--- config.mk ---
export PLATFORM = sky130hd
export DESIGN_NAME = lsu
export DESIGN_NICKNAME = d
export VERILOG_FILES = /design/src/rtl/lsu.sv
export SDC_FILE = /design/constraint.sdc
export NUM_CORES = 1
export LEC_CHECK = 0
export ABC_AREA = 1
export ABC_CLOCK_PERIOD_IN_PS = 2900
export BUFFER_PORTS_ARGS = -buffer_cell sky130_fd_sc_hd__buf_2
export CAP_MARGIN = 20
export CORE_ASPECT_RATIO = 2
export CORE_UTILIZATION = 55
export DETAILED_ROUTE_END_ITERATION = 12
export GPL_ROUTABILITY_DRIVEN = 0
export HOLD_SLACK_MARGIN = 0.08
export PLACE_DENSITY_LB_ADDON = 0.1
export SYNTH_ARGS = -nofsm -noshare
export SYNTH_HDL_FRONTEND = slang
export SYNTH_SLANG_ARGS = --single-unit
--- constraint.sdc ---
create_clock -name clk -period 2.9 [get_ports clk]
set_clock_uncertainty 0.05 [all_clocks]
set_input_delay 0.435 -clock clk [delete_from_list [all_inputs] [get_ports clk]]
set_output_delay 0.435 -clock clk [all_outputs]
set_load 0.005 [all_outputs]
--- src/rtl/lsu.sv ---
`default_nettype none
// ----------------------------------------------------------------------------
// lsu: byte/half/word load-store unit; misaligned accesses span two memory words
// Revision: 1.0
// ----------------------------------------------------------------------------
module lsu #(
  parameter int DATA_WIDTH = 32,
  parameter int ADDR_WIDTH = 32,
  localparam int MASK_SIZE = DATA_WIDTH / 8
) (
  input  logic                  clk,
  input  logic                  arst_n,
  input  logic                  req_valid,
  output logic                  req_ready,
  input  logic                  req_we,
  input  logic [1:0]            req_size,
  input  logic                  req_unsigned,
  input  logic [ADDR_WIDTH-1:0] req_addr,
  input  logic [DATA_WIDTH-1:0] req_wdata,
  output logic                  rsp_valid,
  output logic [DATA_WIDTH-1:0] rsp_rdata,
  output logic                  mem_write_en,
  output logic [MASK_SIZE-1:0]  mem_mask,
  output logic [ADDR_WIDTH-1:0] mem_addr,
  output logic [DATA_WIDTH-1:0] mem_wdata,
  input  logic [DATA_WIDTH-1:0] mem_rdata
);

  typedef enum logic [1:0] {
    IDLE = 2'd0,
    ACC0 = 2'd1,
    ACC1 = 2'd2,
    RESP = 2'd3
  } state_t;

  state_t                  state_q, state_d;
  logic                    we_q, we_d;
  logic [1:0]              size_q, size_d;
  logic                    uns_q, uns_d;
  logic [ADDR_WIDTH-1:0]   addr_q, addr_d;
  logic [DATA_WIDTH-1:0]   wdata_q, wdata_d;
  logic [DATA_WIDTH-1:0]   part_q, part_d;
  logic                    rsp_valid_q, rsp_valid_d;
  logic [DATA_WIDTH-1:0]   rsp_rdata_q, rsp_rdata_d;

  logic [1:0]              off;
  logic [2:0]              nbytes;
  logic [MASK_SIZE-1:0]    nmask;
  logic                    split;
  logic [2*MASK_SIZE-1:0]  span;
  logic [4:0]              lo_sh;
  logic [5:0]              hi_sh;
  logic [2*DATA_WIDTH-1:0] wshift;
  logic [ADDR_WIDTH-1:0]   base;
  logic [DATA_WIDTH-1:0]   gathered;

  function automatic logic [DATA_WIDTH-1:0] extend(input logic [DATA_WIDTH-1:0] v,
                                                   input logic [1:0] sz,
                                                   input logic uns);
    logic [DATA_WIDTH-1:0] r;
    case (sz)
      2'b00:   r = {{(DATA_WIDTH-8){~uns & v[7]}}, v[7:0]};
      2'b01:   r = {{(DATA_WIDTH-16){~uns & v[15]}}, v[15:0]};
      default: r = v;
    endcase
    return r;
  endfunction

  always_comb begin
    nbytes = 3'd4;
    nmask  = {MASK_SIZE{1'b1}};
    case (size_q)
      2'b00: begin nbytes = 3'd1; nmask = MASK_SIZE'(1); end
      2'b01: begin nbytes = 3'd2; nmask = MASK_SIZE'(3); end
      default: ;
    endcase
  end

  assign off    = addr_q[1:0];
  assign split  = ({1'b0, off} + nbytes) > 3'd4;
  // Both lane masks and store data are built in a double-width window: the
  // low half feeds the first word, the overflow feeds the second.
  assign span   = {{MASK_SIZE{1'b0}}, nmask} << off;
  assign lo_sh  = {off, 3'b000};
  assign hi_sh  = 6'd32 - {1'b0, lo_sh};
  assign wshift = {{DATA_WIDTH{1'b0}}, wdata_q} << lo_sh;
  assign base   = {addr_q[ADDR_WIDTH-1:2], 2'b00};

  assign req_ready = (state_q == IDLE);
  assign rsp_valid = rsp_valid_q;
  assign rsp_rdata = rsp_rdata_q;

  always_comb begin
    state_d      = state_q;
    we_d         = we_q;
    size_d       = size_q;
    uns_d        = uns_q;
    addr_d       = addr_q;
    wdata_d      = wdata_q;
    part_d       = part_q;
    rsp_valid_d  = 1'b0;
    rsp_rdata_d  = '0;
    gathered     = '0;
    mem_write_en = 1'b0;
    mem_mask     = '0;
    mem_addr     = '0;
    mem_wdata    = '0;
    case (state_q)
      IDLE: begin
        if (req_valid) begin
          we_d    = req_we;
          size_d  = req_size;
          uns_d   = req_unsigned;
          addr_d  = req_addr;
          wdata_d = req_wdata;
          part_d  = '0;
          state_d = ACC0;
        end
      end
      ACC0: begin
        mem_addr = base;
        if (we_q) begin
          mem_write_en = 1'b1;
          mem_mask     = span[MASK_SIZE-1:0];
          mem_wdata    = wshift[DATA_WIDTH-1:0];
        end
        gathered = mem_rdata >> lo_sh;
        part_d   = gathered;
        if (split) begin
          state_d = ACC1;
        end else begin
          state_d     = RESP;
          rsp_valid_d = 1'b1;
          rsp_rdata_d = we_q ? '0 : extend(gathered, size_q, uns_q);
        end
      end
      ACC1: begin
        mem_addr = base + ADDR_WIDTH'(4);
        if (we_q) begin
          mem_write_en = 1'b1;
          mem_mask     = span[2*MASK_SIZE-1:MASK_SIZE];
          mem_wdata    = wshift[2*DATA_WIDTH-1:DATA_WIDTH];
        end
        gathered    = part_q | (mem_rdata << hi_sh);
        state_d     = RESP;
        rsp_valid_d = 1'b1;
        rsp_rdata_d = we_q ? '0 : extend(gathered, size_q, uns_q);
      end
      RESP: state_d = IDLE;
      default: state_d = IDLE;
    endcase
  end

  always_ff @(posedge clk or negedge arst_n) begin
    if (!arst_n) begin
      state_q     <= IDLE;
      we_q        <= 1'b0;
      size_q      <= '0;
      uns_q       <= 1'b0;
      addr_q      <= '0;
      wdata_q     <= '0;
      part_q      <= '0;
      rsp_valid_q <= 1'b0;
      rsp_rdata_q <= '0;
    end else begin
      state_q     <= state_d;
      we_q        <= we_d;
      size_q      <= size_d;
      uns_q       <= uns_d;
      addr_q      <= addr_d;
      wdata_q     <= wdata_d;
      part_q      <= part_d;
      rsp_valid_q <= rsp_valid_d;
      rsp_rdata_q <= rsp_rdata_d;
    end
  end

endmodule
`default_nettype wire

# --- Word level (Yosys, flattened, before mapping) ---
# Index checks and enable logic that the tools add are counted.
word_totals:
  out_inout_bits: 103
  word_cells: 58
  inputBits: 103
  reg_bits: 135
classes:
  eq_ne: 5
  magnitude_cmp: 1
  add_sub_neg: 3
  n_mux: 24
  shift: 4
  n_reduce_logical: 6
  n_bitwise: 6
op_table:
  columns: ["op", "count"]
  rows:
  - ["case mux 32 bit (2 select lines)", 6]
  - ["two-way mux 32 bit", 6]
  - ["<< shifter 32 x 5 -> 64 bit", 1]
  - ["adder 32 x 3 -> 32 bit, second input constant", 1]
  - ["bitwise OR 32 bit", 1]
  - ["<< shifter 32 x 6 -> 32 bit", 1]
  - [">> shifter 32 x 5 -> 32 bit", 1]
  - ["case mux 4 bit (2 select lines)", 2]
  - ["two-way mux 4 bit", 2]
  - ["case mux 2 bit (4 select lines)", 1]
  - ["<< shifter 4 x 2 -> 8 bit", 1]
  - ["case mux 3 bit (2 select lines)", 1]
  - ["subtractor 6 x 5 -> 6 bit, first input constant", 1]
  - ["bitwise AND 1 bit", 4]
  - ["equality test 2 x 1 -> 1 bit, second input constant", 2]
  - ["equality test 2 bit, second input constant", 2]
  - ["zero test 2 bit", 2]
  - ["two-way mux 1 bit", 4]
  - ["AND reduction 2 bit", 2]
  - ["adder 2 x 3 -> 3 bit", 1]
  - ["> comparator 3 bit, second input constant", 1]
  - ["two-way mux 2 bit", 1]
  - ["!= test 2 bit, second input constant", 1]
  - ["case mux 1 bit (2 select lines)", 1]
  - ["3 further kinds", 3]

# --- Logic depth before layout (Yosys ltp) ---
# Gate-level depths: netlist of run 1.
logic_depth:
  word_depth: 7
  mapped_depth: 13
  ltp_nobuf: 11

# --- Least setup slack after synthesis of run 1 ---
# OpenSTA, ideal clock, no wires.
synth_path:
  path_kind: "register to register"
  startpoint: "register size_q[0]"
  endpoint: "register rsp_rdata_q[24], in the netlist rsp_rdata[24]"
  setup_ps: 142
  period_less_slack_ps: 2410
  n_path_buf: 2
  arrival_time_ps: 2218
  setup_slack_ps: 490
  stages_incl_launch_ff: 14
  required_ps: 2708
  path_cell_list: "dfrtp_1 -> or2_4 -> inv_1 -> buf_2 -> ha_1 -> inv_1 -> fa_1 -> xnor2_1 -> nand2_2 -> nand3_4 -> clkinv_4 -> buf_8 -> nand3_2 -> a21oi_2"
synth_via:
  elab_chain_cells: 6
  elab_cells_between_ends: 11
  classes_between: "1 x add/sub; 1 x order compare; 1 x eq/ne; 7 x mux; 1 x reduce/logical"
synth_rtl:
  columns: ["element", "line_no", "source"]
  rows:
  - ["start, declared", "38", "logic [1:0] size_q, size_d;"]
  - ["start signal, assigned", "168", "size_q <= size_d;"]
  - ["equality test 2 x 1 -> 1 bit or zero test 2 bit (tied branches)", "61, 72", null]
  - ["case mux 3 bit (2 select lines)", "72", "case (size_q)"]
  - ["adder 2 x 3 -> 3 bit", "80", "assign split = ({1'b0, off} + nbytes) > 3'd4;"]
  - ["> comparator 3 bit", "80", null]
  - ["two-way mux 32 bit", "129", "if (split) begin"]
  - ["case mux 32 bit (2 select lines) *", "108", "case (state_q)"]
  - ["via rsp_rdata_d[24]", "44", "logic [DATA_WIDTH-1:0] rsp_rdata_q, rsp_rdata_d;"]
  - ["end signal, assigned", "174", "rsp_rdata_q <= rsp_rdata_d;"]
  - ["end, declared", "44", null]
# The timed path passes the listed nets; every way through them passes the cells marked *.
# A chain may end at the register's enable or synchronous reset.

# --- Worst setup path after layout of run 1 ---
layout_path:
  startpoint: "register state_q[1]"
  endpoint: "output port mem_wdata[3]"
layout_via:
  elab_chain_cells: 2
  elab_cells_between_ends: 3
  classes_between: "2 x eq/ne; 1 x mux"
layout_rtl:
  columns: ["element", "line_no", "source"]
  rows:
  - ["start, declared", "36", "state_t state_q, state_d;"]
  - ["start signal, assigned", "166", "state_q <= state_d;"]
  - ["equality test 2 bit or equality test 2 x 1 -> 1 bit (tied branches)", "108", null]
  - ["case mux 32 bit (2 select lines) *", "108", null]
  - ["end, declared", "25", "output logic [DATA_WIDTH-1:0] mem_wdata,"]
# Mark *: on every way between the ends. The rest lies on a longest branch, timed or not.

==> results of run 1 <==
==> how the worst max path moves through the flow <==
stage / slack [ns] / endpoint / cells after the start / start
6_report: 0.13 / mem_wdata[3] / 8 / state_q[1]
5_1_grt: -0.0009 / mem_addr[16] / 10 / addr_q[2]
4_1_cts: 0.10 / mem_addr[22] / 10 / addr_q[2]
3_5_place_dp: 0.48 / rsp_rdata[17] / 11 / size_q[0]
3_3_place_gp: 0.53 / rsp_rdata[31] / 11 / size_q[0]
2_1_floorplan: 0.49 / rsp_rdata[24] / 13 / size_q[0]
==> metrics by stage <==
| stage | util [%] | cells | setup TNS (ns) | setup WS, ns | power [µW] |
|---|---|---|---|---|---|
| global route | 66.9 | 1651 | -0.000852 | -0.000852 | 13300 |
| global placement | 63.3 | 1619 | 0 | 0.526 | 10000 |
| CTS | 66.9 | 1651 | 0 | 0.103 | 12200 |
| detailed placement | 63.3 | 1619 | 0 | 0.482 | 10100 |
| finish | 66.9 | 1651 | 0 | 0.134 | 12400 |
| floorplan | - | 1263 | 0 | 0.490 | 7890 |
==> registers in the layout, summed over array words and instances (netlist names) <==
signal and cells:
uns_q 1, part_q 32, size_q 2, addr_q 32, state_q 2, rsp_rdata 32, we_q 1, wdata_q 32
rsp_valid 1
==> layer usage <==
layer  vias to the layer above  track usage (%)  wire length, µm
li1                       4493                -                -
met1                      4423             38.6            10400
met2                       481             61.8            14900
met3                       152             7.91             2150
met4                         0             28.6             2410
met5                         -                0                0
==> cell type report <==
class | count | area [µm²]
Clock buffer | 23 | 488
Clock inverter | 8 | 72.6
Fill cell | 1473 | 5190
Inverter | 121 | 462
Multi-Input combinational cell | 931 | 4580
Sequential cell | 135 | 3380
Tap cell | 201 | 251
Timing Repair Buffer | 232 | 1270
==> worst max-delay path: stages (launching register included) <==
cell	delay [ns]
dfrtp_1	0.38
inv_1	0.11
ha_1	0.23
buf_4	0.18
nand2_1	0.27
o22ai_1	0.26
nand2_1	0.09
a21oi_1	0.17
buf_2	0.14
==> layout by cell type (no fill, tap or decap), types with 2 or more instances in the layout <==
| master | n |
|---|---|
| clkbuf_1 | 2 |
| clkinv_2 | 4 |
| nand2_4 | 2 |
| dfrtp_1 | 134 |
| or2_2 | 2 |
| conb_1 | 2 |
| ha_1 | 8 |
| mux2_2 | 23 |
| nand2_2 | 3 |
| nand3_2 | 13 |
| buf_2 | 202 |
| inv_2 | 3 |
| nand3b_1 | 2 |
| nand4_1 | 21 |
| nor3_1 | 12 |
| o21ai_0 | 84 |
| clkbuf_16 | 17 |
| o21ai_1 | 5 |
| nor2_2 | 6 |
| nand3_1 | 70 |
| buf_4 | 26 |
| a21oi_2 | 12 |
| nor2_1 | 124 |
| inv_1 | 115 |
| a21oi_1 | 129 |
| o22ai_1 | 42 |
| buf_12 | 2 |
| nand2_1 | 356 |
| clkinvlp_4 | 3 |
| clkbuf_8 | 4 |
| nand3_4 | 4 |
==> logic make-up (layout without fill, tap and decap cells) <==
logic type,count (synthesis),in the layout,share of synthesized area [%]
AO/OA/AOI/OAI,279,279,17.2
XOR/XNOR,1,1,0.0994
adder cells (fa/ha/maj),9,9,1.36
buffers and inverters,197,384,9.86
flip-flops,135,135,38.4
multiplexers,23,23,2.94
other,1,2,0.0426
AND/OR/NAND/NOR,617,617,30.2
==> power groups by stage <==
stage / sequential [µW] / clock (µW) / combinational [µW]
after floorplan: 3000 / 0 / 4900
after global placement: 3110 / 0 / 6890
after detailed placement: 3130 / 0 / 6990
after CTS: 3100 / 2090 / 7030
after global routing: 3200 / 2160 / 7890
final: 3120 / 2090 / 7190
==> Yosys cell counts, types with 2 or more instances <==
| master | instances |
|---|---|
| a21oi_1 | 129 |
| a21oi_2 | 12 |
| buf_1 | 5 |
| buf_2 | 25 |
| buf_4 | 10 |
| buf_6 | 4 |
| buf_8 | 2 |
| clkbuf_1 | 30 |
| dfrtp_1 | 135 |
| ha_1 | 8 |
| inv_1 | 115 |
| inv_2 | 3 |
| mux2_2 | 23 |
| nand2_1 | 357 |
| nand2_2 | 3 |
| nand3_1 | 70 |
| nand3_2 | 13 |
| nand3_4 | 4 |
| nand3b_1 | 2 |
| nand4_1 | 21 |
| nor2_1 | 126 |
| nor2_2 | 4 |
| nor3_1 | 12 |
| o21ai_0 | 84 |
| o21ai_1 | 6 |
| o22ai_1 | 42 |
| or2_2 | 2 |
==> timing repair <==
action                                  in CTS  in global routing
endpoints found under the setup margin       0                  7
hold buffers                                 1                  0
hold endpoints to repair                    58                  0
gates resized for setup                      0                  1
==> flow_summary.toml, run 1 <==
[sta]
fin_hold_ws_ns = 0.174
hold_viol_final = 0
drv_slew = 0
setup_viol = 0
worstMarginPinSlew_ns = 1.07
period_minus_slack_ns = 2.77
max_freq_ghz = 0.362
period_share_pct = 95.4
relSlewSlack_pct = 28.1

[power]
swShare_pct = 50.3
internal_power_uw = 6170
max-vdd-ir-drop_uv = 870
p_per_area_nw_per_um2 = 1180
leakagePower_uw = 0.00534
power.share.clock_pct = 16.8
pwr-share-seq_pct = 25.1
comb_power_share_pct = 58.0
p_sw_uw = 6230

[placed_design]
post_dp_cell_area_um2 = 9930
port_buffers = 203
dpl.hpwl_um = 21200

[die]
die_h_um = 181
ioPinCount = 206
initial_core_util_pct = 56.1
die_area_um2 = 16600
die_width_um = 91.5
core_um2 = 15700
placementRows = 65

[yosys]
ys_ff_latch = 135
synthCells = 1262
synth.cell_area_um2 = 8810
yosysTopAreaCell = "dfrtp_1"
synth_ff_type = "dfrtp_1"
synth_cell_types = 42
yosysSeqAreaShare_pct = 38.4
yosysTopAreaCellShare_pct = 38.4
yosysWarningCount = 0
synth_edf_count = 0
ys_async_sr_fraction_pct = 100
synth.avg_cell_area_um2 = 6.98
ys_top_cells_by_area = "dfrtp_1 (38%), nand2_1 (15%), a21oi_1 (7.3%)"

[clock_tree]
clkTransAtPathRegs_ns = 0.06
cts_buffers = 17
cts_tree = "yes"
post_cts_buffers = 0
clk_latency_ns = 0.44
cts_max_level = 4
clock_sinks = 135
clockBufferDepth = 2
cts_root_buf = "clkbuf_16"

[min_path]
min_from = "req_addr[8]"
hold_path_end = "addr_q[8]"
hold_depth = 2
hold_path_class = "in2reg"

[global_route]
grt_max_degree = 62
grt_pass1_vias = 9119
antenna_found_initial = 0
grt_usage_pct = 36.5
gr-total-overflow = 0
grt_pass1_wl_um = 45900

[critical_path]
arrival_ns = 2.28
r2r_cells = 6
reg2reg_to = "rsp_rdata[4]"
cp-end-kind = "output pin"
path_class = "reg2out"
critPathMaxFanout = 8
critPathRequiredTime_ns = 2.41
reg2reg_from = "addr_q[0]"
rrSetupSlack_ns = 0.36
start_kind = "register"

[routing]
detail-route-antenna-nets = 0
drt_wl_total_um = 29900
via_per_inst = 5.78
drc = 0
dr.pass1.iters = 7
wl_per_cell_um = 18.1
first_iter_violations = 519
vias = 9549

[cells_and_area]
drive_above_1_share_pct = 23.0
fin_area_um2 = 10500
insertedDiodeCount = 0
final_nets = 1550
syn2layout_area_growth_pct = 19.2

[outcome]
status = "finished clean"

[run]
cap_viol_max_count = 0
(Power assumes the default switching activity.)
==> run 2, diff against run 1 <==
--- a/config.mk
+++ b/config.mk
@@ -11,6 +11,7 @@
 export CAP_MARGIN = 20
 export CORE_ASPECT_RATIO = 2
 export CORE_UTILIZATION = 55
+export CTS_BUF_LIST = sky130_fd_sc_hd__clkbuf_2 sky130_fd_sc_hd__clkbuf_4 sky130_fd_sc_hd__clkbuf_8
 export DETAILED_ROUTE_END_ITERATION = 12
 export GPL_ROUTABILITY_DRIVEN = 0
 export HOLD_SLACK_MARGIN = 0.08
==> run 2 against run 1 <==
Sequential power hardly changed. Cell area is 1.7% lower. Non-clock buffer count stayed put. Worst setup slack worse by 0.011 ns. Critical path depth is 2 higher. Combinational power hardly changed. Global-route usage is 0.37 points lower. First-iteration DRC count is 13% higher. Highest routed layer is now met5.
==> flow_summary.toml, run 2 (same netlist as run 1, synthesis figures left out) <==
[outcome]
status = "finished clean"

[global_route]
gr-total-overflow = 0
grt_max_degree = 62
antenna_found_initial = 1
grt_pass1_wl_um = 45500
grt_pass1_vias = 9005
grt_usage_pct = 36.1

[die]
die_h_um = 181
initial_core_util_pct = 56.1
placementRows = 65
core_um2 = 15700
ioPinCount = 206
die_area_um2 = 16600
die_width_um = 91.5

[clock_tree]
clkTransAtPathRegs_ns = 0.08
post_cts_buffers = 0
cts_buffers = 17
cts_max_level = 4
cts_root_buf = "clkbuf_8"
clk_latency_ns = 0.47
cts_tree = "yes"
clockBufferDepth = 2
clock_sinks = 135

[placed_design]
post-place-cells = 1619
post_dp_cell_area_um2 = 9930
dpl.hpwl_um = 21200
port_buffers = 203

[critical_path]
reg2reg_from = "addr_q[0]"
path_class = "reg2out"
slowest_stage = "dfrtp_1"
start_kind = "register"
worstPathCellList = "ha_1, nand2_1, nor2_2, nand2_1, nor3_1, nand3b_1, nand2_1, nand2_1, nor2_1, buf_2"
startpoint = "addr_q[2]"
cp-end-kind = "output pin"
critPathMaxFanout = 6
path_delay_family = "simple AND/OR/NAND/NOR gates"
critPathRequiredTime_ns = 2.41
arrival_ns = 2.29
critPathBufInv = 1
cpMostUsedCell = "nand2_1"
cp_slowest_stage_delay_ns = 0.43

[cells_and_area]
syn2layout_area_growth_pct = 17.2
final_cell_mix = "nand2_1 (355), buf_2 (202), dfrtp_1 (134)"
stdcell_count = 1651
drive_above_1_share_pct = 23.4
insertedDiodeCount = 0
final_common_cell = "nand2_1"
final_nets = 1550
fin_area_um2 = 10300

[power]
max-vdd-ir-drop_uv = 749
leakagePower_uw = 0.00526
p_per_area_nw_per_um2 = 1140

[sta]
setup_viol = 0
max_freq_ghz = 0.360
period_share_pct = 95.7
hold_viol_final = 0
rsz0062_at_grt = "true"
period_minus_slack_ns = 2.78
worstMarginPinSlew_ns = 1.07
drv_slew = 0
relSlewSlack_pct = 27.7

[routing]
via_per_inst = 5.73
drt_wl_total_um = 29400
first_iter_violations = 585
dr.pass1.iters = 5
wl_per_cell_um = 17.8
vias = 9466
detail-route-antenna-nets = 0
drc = 0

[min_path]
min_from = "req_wdata[23]"
hold_path_class = "in2reg"

[run]
cap_viol_max_count = 0
[run 2: cell types whose count changed in the layout (fill, tap and decap cells not counted), sizes merged]
cell      previous run  this run
clkinv               6         5
clkinvlp             3         4
[run 2: worst reg2reg max path, stage by stage, from the launching register on]
cell     delay [ns]
dfrtp_2        0.42
buf_4          0.48
o21ai_0        0.26
o21ai_0        0.88
nor2_1         0.11
a21oi_1        0.18
nor2_1         0.05
[run 2: routing by layer]
metal	part of all wire (%)	GRT usage (%)	up-vias	routed length, µm
li1	-	-	4492	-
met1	34	38.5	4342	10000
met2	51	61.2	498	14900
met3	7.5	7.58	132	2220
met4	7.7	28.1	2	2260
met5	0.044	0	-	13
[run 2: per-stage QoR]
step | worst slack (ns) | utilization, % | total power, µW | setup TNS (ns) | hold slack [ns]
finish | 0.123 | 65.8 | 11800 | 0 | 0.141
floorplan | 0.490 | - | 7890 | 0 | 0.0894
CTS | 0.0548 | 65.7 | 11700 | 0 | 0.133
global placement | 0.526 | 63.3 | 10000 | 0 | 0.408
detailed placement | 0.482 | 63.3 | 10100 | 0 | 0.413
global route | -0.0618 | 65.8 | 12700 | -0.127 | 0.142
[run 2: path summary, 6_finish.rpt]
| kind | to | slack (ns) | cells after the start |
|---|---|---|---|
| worst max-delay path | mem_addr[20] | 0.12 | 10 |
| worst min-delay path | wdata_q[23] | 0.14 | 2 |
| worst max register to register | rsp_rdata[4] | 0.35 | 6 |
| worst min register to register | wdata_q[13] | 0.48 | 2 |
| max in group asynchronous | part_q[25] | 1.54 | 3 |
| min in group asynchronous | rsp_rdata[5] | 0.45 | 2 |
[run 2: area by class of cell]
cell class / instances / area [µm²]
Multi-Input combinational cell: 931 / 4590
Timing Repair Buffer: 232 / 1270
Sequential cell: 135 / 3380
Tap cell: 201 / 251
Clock buffer: 23 / 304
Clock inverter: 8 / 72.6
Fill cell: 1518 / 5370
Inverter: 121 / 465
[run 2: where the power goes]
part           leakage [µW]  internal [µW]  switching, µW  total (µW)
combinational       0.00341           2320           4850        7170
clock              0.000190            776            759        1540
sequential          0.00166           2590            519        3110
total               0.00526           5680           6130       11800
[run 2: timing repair]
item	4_1_cts	5_1_grt
hold endpoints to repair	58	0
gates resized for setup	0	4
hold buffers	1	0
setup endpoints to repair	0	13
==> run 3, diff against run 2 <==
--- a/config.mk
+++ b/config.mk
@@ -10,7 +10,7 @@
 export BUFFER_PORTS_ARGS = -buffer_cell sky130_fd_sc_hd__buf_2
 export CAP_MARGIN = 20
 export CORE_ASPECT_RATIO = 2
-export CORE_UTILIZATION = 55
+export CORE_UTILIZATION = 40
 export CTS_BUF_LIST = sky130_fd_sc_hd__clkbuf_2 sky130_fd_sc_hd__clkbuf_4 sky130_fd_sc_hd__clkbuf_8
 export DETAILED_ROUTE_END_ITERATION = 12
 export GPL_ROUTABILITY_DRIVEN = 0
==> run 3 against run 2 <==
Power increased by 4.5%. Worst hold slack worse by 0.0042 ns. Combinational power grew 2%. Highest routed layer is now met4. Critical path depth decreased by 4.
==> flow_summary.toml, run 3 (same netlist as run 1, synthesis figures left out) <==
[outcome]
status = "finished clean"

[routing]
via_per_inst = 5.44
drt_wl_total_um = 32300
detail-route-antenna-nets = 0
first_iter_violations = 572
vias = 9392
dr.pass1.iters = 5
wl_per_cell_um = 18.7
drc = 0

[clock_tree]
cts_tree = "yes"
cts_max_level = 4
clkTransAtPathRegs_ns = 0.08
clock_sinks = 135
cts_root_buf = "clkbuf_8"
clk_latency_ns = 0.47
clockBufferDepth = 2
cts_buffers = 17

[critical_path]
slowest_stage = "dfrtp_1"
path_class = "reg2out"
critPathRequiredTime_ns = 2.41
critPathBufInv = 4
start_kind = "register"
arrival_ns = 2.29
worstPathCellList = "inv_1, ha_1, buf_4, inv_2, a21oi_1, buf_2"
critPathMaxFanout = 21
cp_slowest_stage_delay_ns = 0.39
cp-end-kind = "output pin"
path_delay_family = "buffers and inverters"

[sta]
drv_slew = 0
period_share_pct = 95.8
worstMarginPinSlew_ns = 0.734
setup_viol = 0
setup_tns_ns = 0
period_minus_slack_ns = 2.78
relSlewSlack_pct = 50.5
max_freq_ghz = 0.360
hold_viol_final = 0
rsz0062_at_grt = "false"

[cells_and_area]
final_common_cell = "nand2_1"
final_cell_mix = "nand2_1 (354), buf_2 (202), dfrtp_1 (133)"
syn2layout_area_growth_pct = 19.7
final_nets = 1551
insertedDiodeCount = 0
stdcell_count = 1725
drive_above_1_share_pct = 23.7

[die]
placementRows = 76
die_width_um = 107
core_um2 = 21600
die_h_um = 212
initial_core_util_pct = 40.8
die_area_um2 = 22700
ioPinCount = 206

[placed_design]
post-place-cells = 1692
dpl.hpwl_um = 23700
port_buffers = 203

[min_path]
hold_path_class = "in2reg"

[global_route]
antenna_found_initial = 0
grt_usage_pct = 29.3
gr-total-overflow = 0
grt_max_degree = 65
grt_pass1_vias = 9448
grt_pass1_wl_um = 49500

[power]
p_per_area_nw_per_um2 = 1170
max-vdd-ir-drop_uv = 507
leakagePower_uw = 0.00531

[run]
cap_viol_max_count = 0
## run 3: cell types whose count changed in the layout (fill, tap and decap cells not counted), sizes merged
cell | previous run | this run
buf | 231 | 232
clkbuf | 23 | 19
bufinv | 1 | 5
inv | 119 | 121
clkinvlp | 4 | 2
clkinv | 5 | 6
## run 3: final cells by class
cell class,count,area (µm²)
multi-input cells,931,4600
fillers,2327,11000
inverters,121,465
flip-flops and latches,135,3380
repair buffers,233,1280
clock inverters,13,221
well taps,273,342
clock buffers,19,249
## run 3: through the flow
step | hold slack, ns | setup slack [ns] | power (µW) | util, % | cell area [µm²]
global placement | 0.436 | 0.449 | 10300 | 46.5 | 10000
finish | 0.137 | 0.123 | 12300 | 48.8 | 10500
floorplan | 0.0894 | 0.490 | 7890 | - | 8810
detailed placement | 0.431 | 0.445 | 10400 | 46.5 | 10000
global route | 0.106 | 0.00941 | 13300 | 48.8 | 10500
CTS | 0.0957 | 0.00695 | 12300 | 48.7 | 10500
## run 3: path summary, 6_finish.rpt
check                      cells after the start  slack (ns)             to   startpoint
max                                            6        0.12   mem_addr[23]   state_q[0]
min                                            2        0.14      addr_q[3]  req_addr[3]
max reg2reg                                   11        0.47  rsp_rdata[16]    size_q[0]
min reg2reg                                    2        0.48    wdata_q[13]  wdata_q[13]
max in group asynchronous                      3        1.54    wdata_q[28]       arst_n
min in group asynchronous                      2        0.45   rsp_rdata[6]       arst_n
## run 3: worst reg2reg max path: cells and delay by family (launching register included)
| kind | cells | cell delay (ns) |
|---|---|---|
| buffers and inverters | 3 | 0.38 |
| AOI/OAI and AO/OA | 1 | 0.08 |
| and+or+nand+nor | 4 | 0.71 |
| adders and majority gates | 2 | 0.52 |
| xor gates and xnor gates | 1 | 0.18 |
| DFF | 1 | 0.41 |
## run 3: power breakdown
group,internal [µW],total [µW],leakage (µW),switching (µW)
sequential,2590,3110,0.00166,519
clock,1060,1900,0.000233,842
combinational,2330,7340,0.00342,5000
total,5980,12300,0.00531,6360
## run 3: per-layer routing
metal	track usage [%]	vias to the layer above	share of wire (%)
li1	-	4484	-
met1	30.1	4393	35
met2	51.4	395	52
met3	4.83	120	4.8
met4	23.8	0	8.1
met5	0	-	0
## run 3: timing repair
item / 4_1_cts / 5_1_grt
hold buffers: 1 / 0
buffers inserted: 0 / 0
resized for setup: 1 / 9
endpoints found under the setup margin: 5 / 18
hold endpoints to repair: 61 / 0
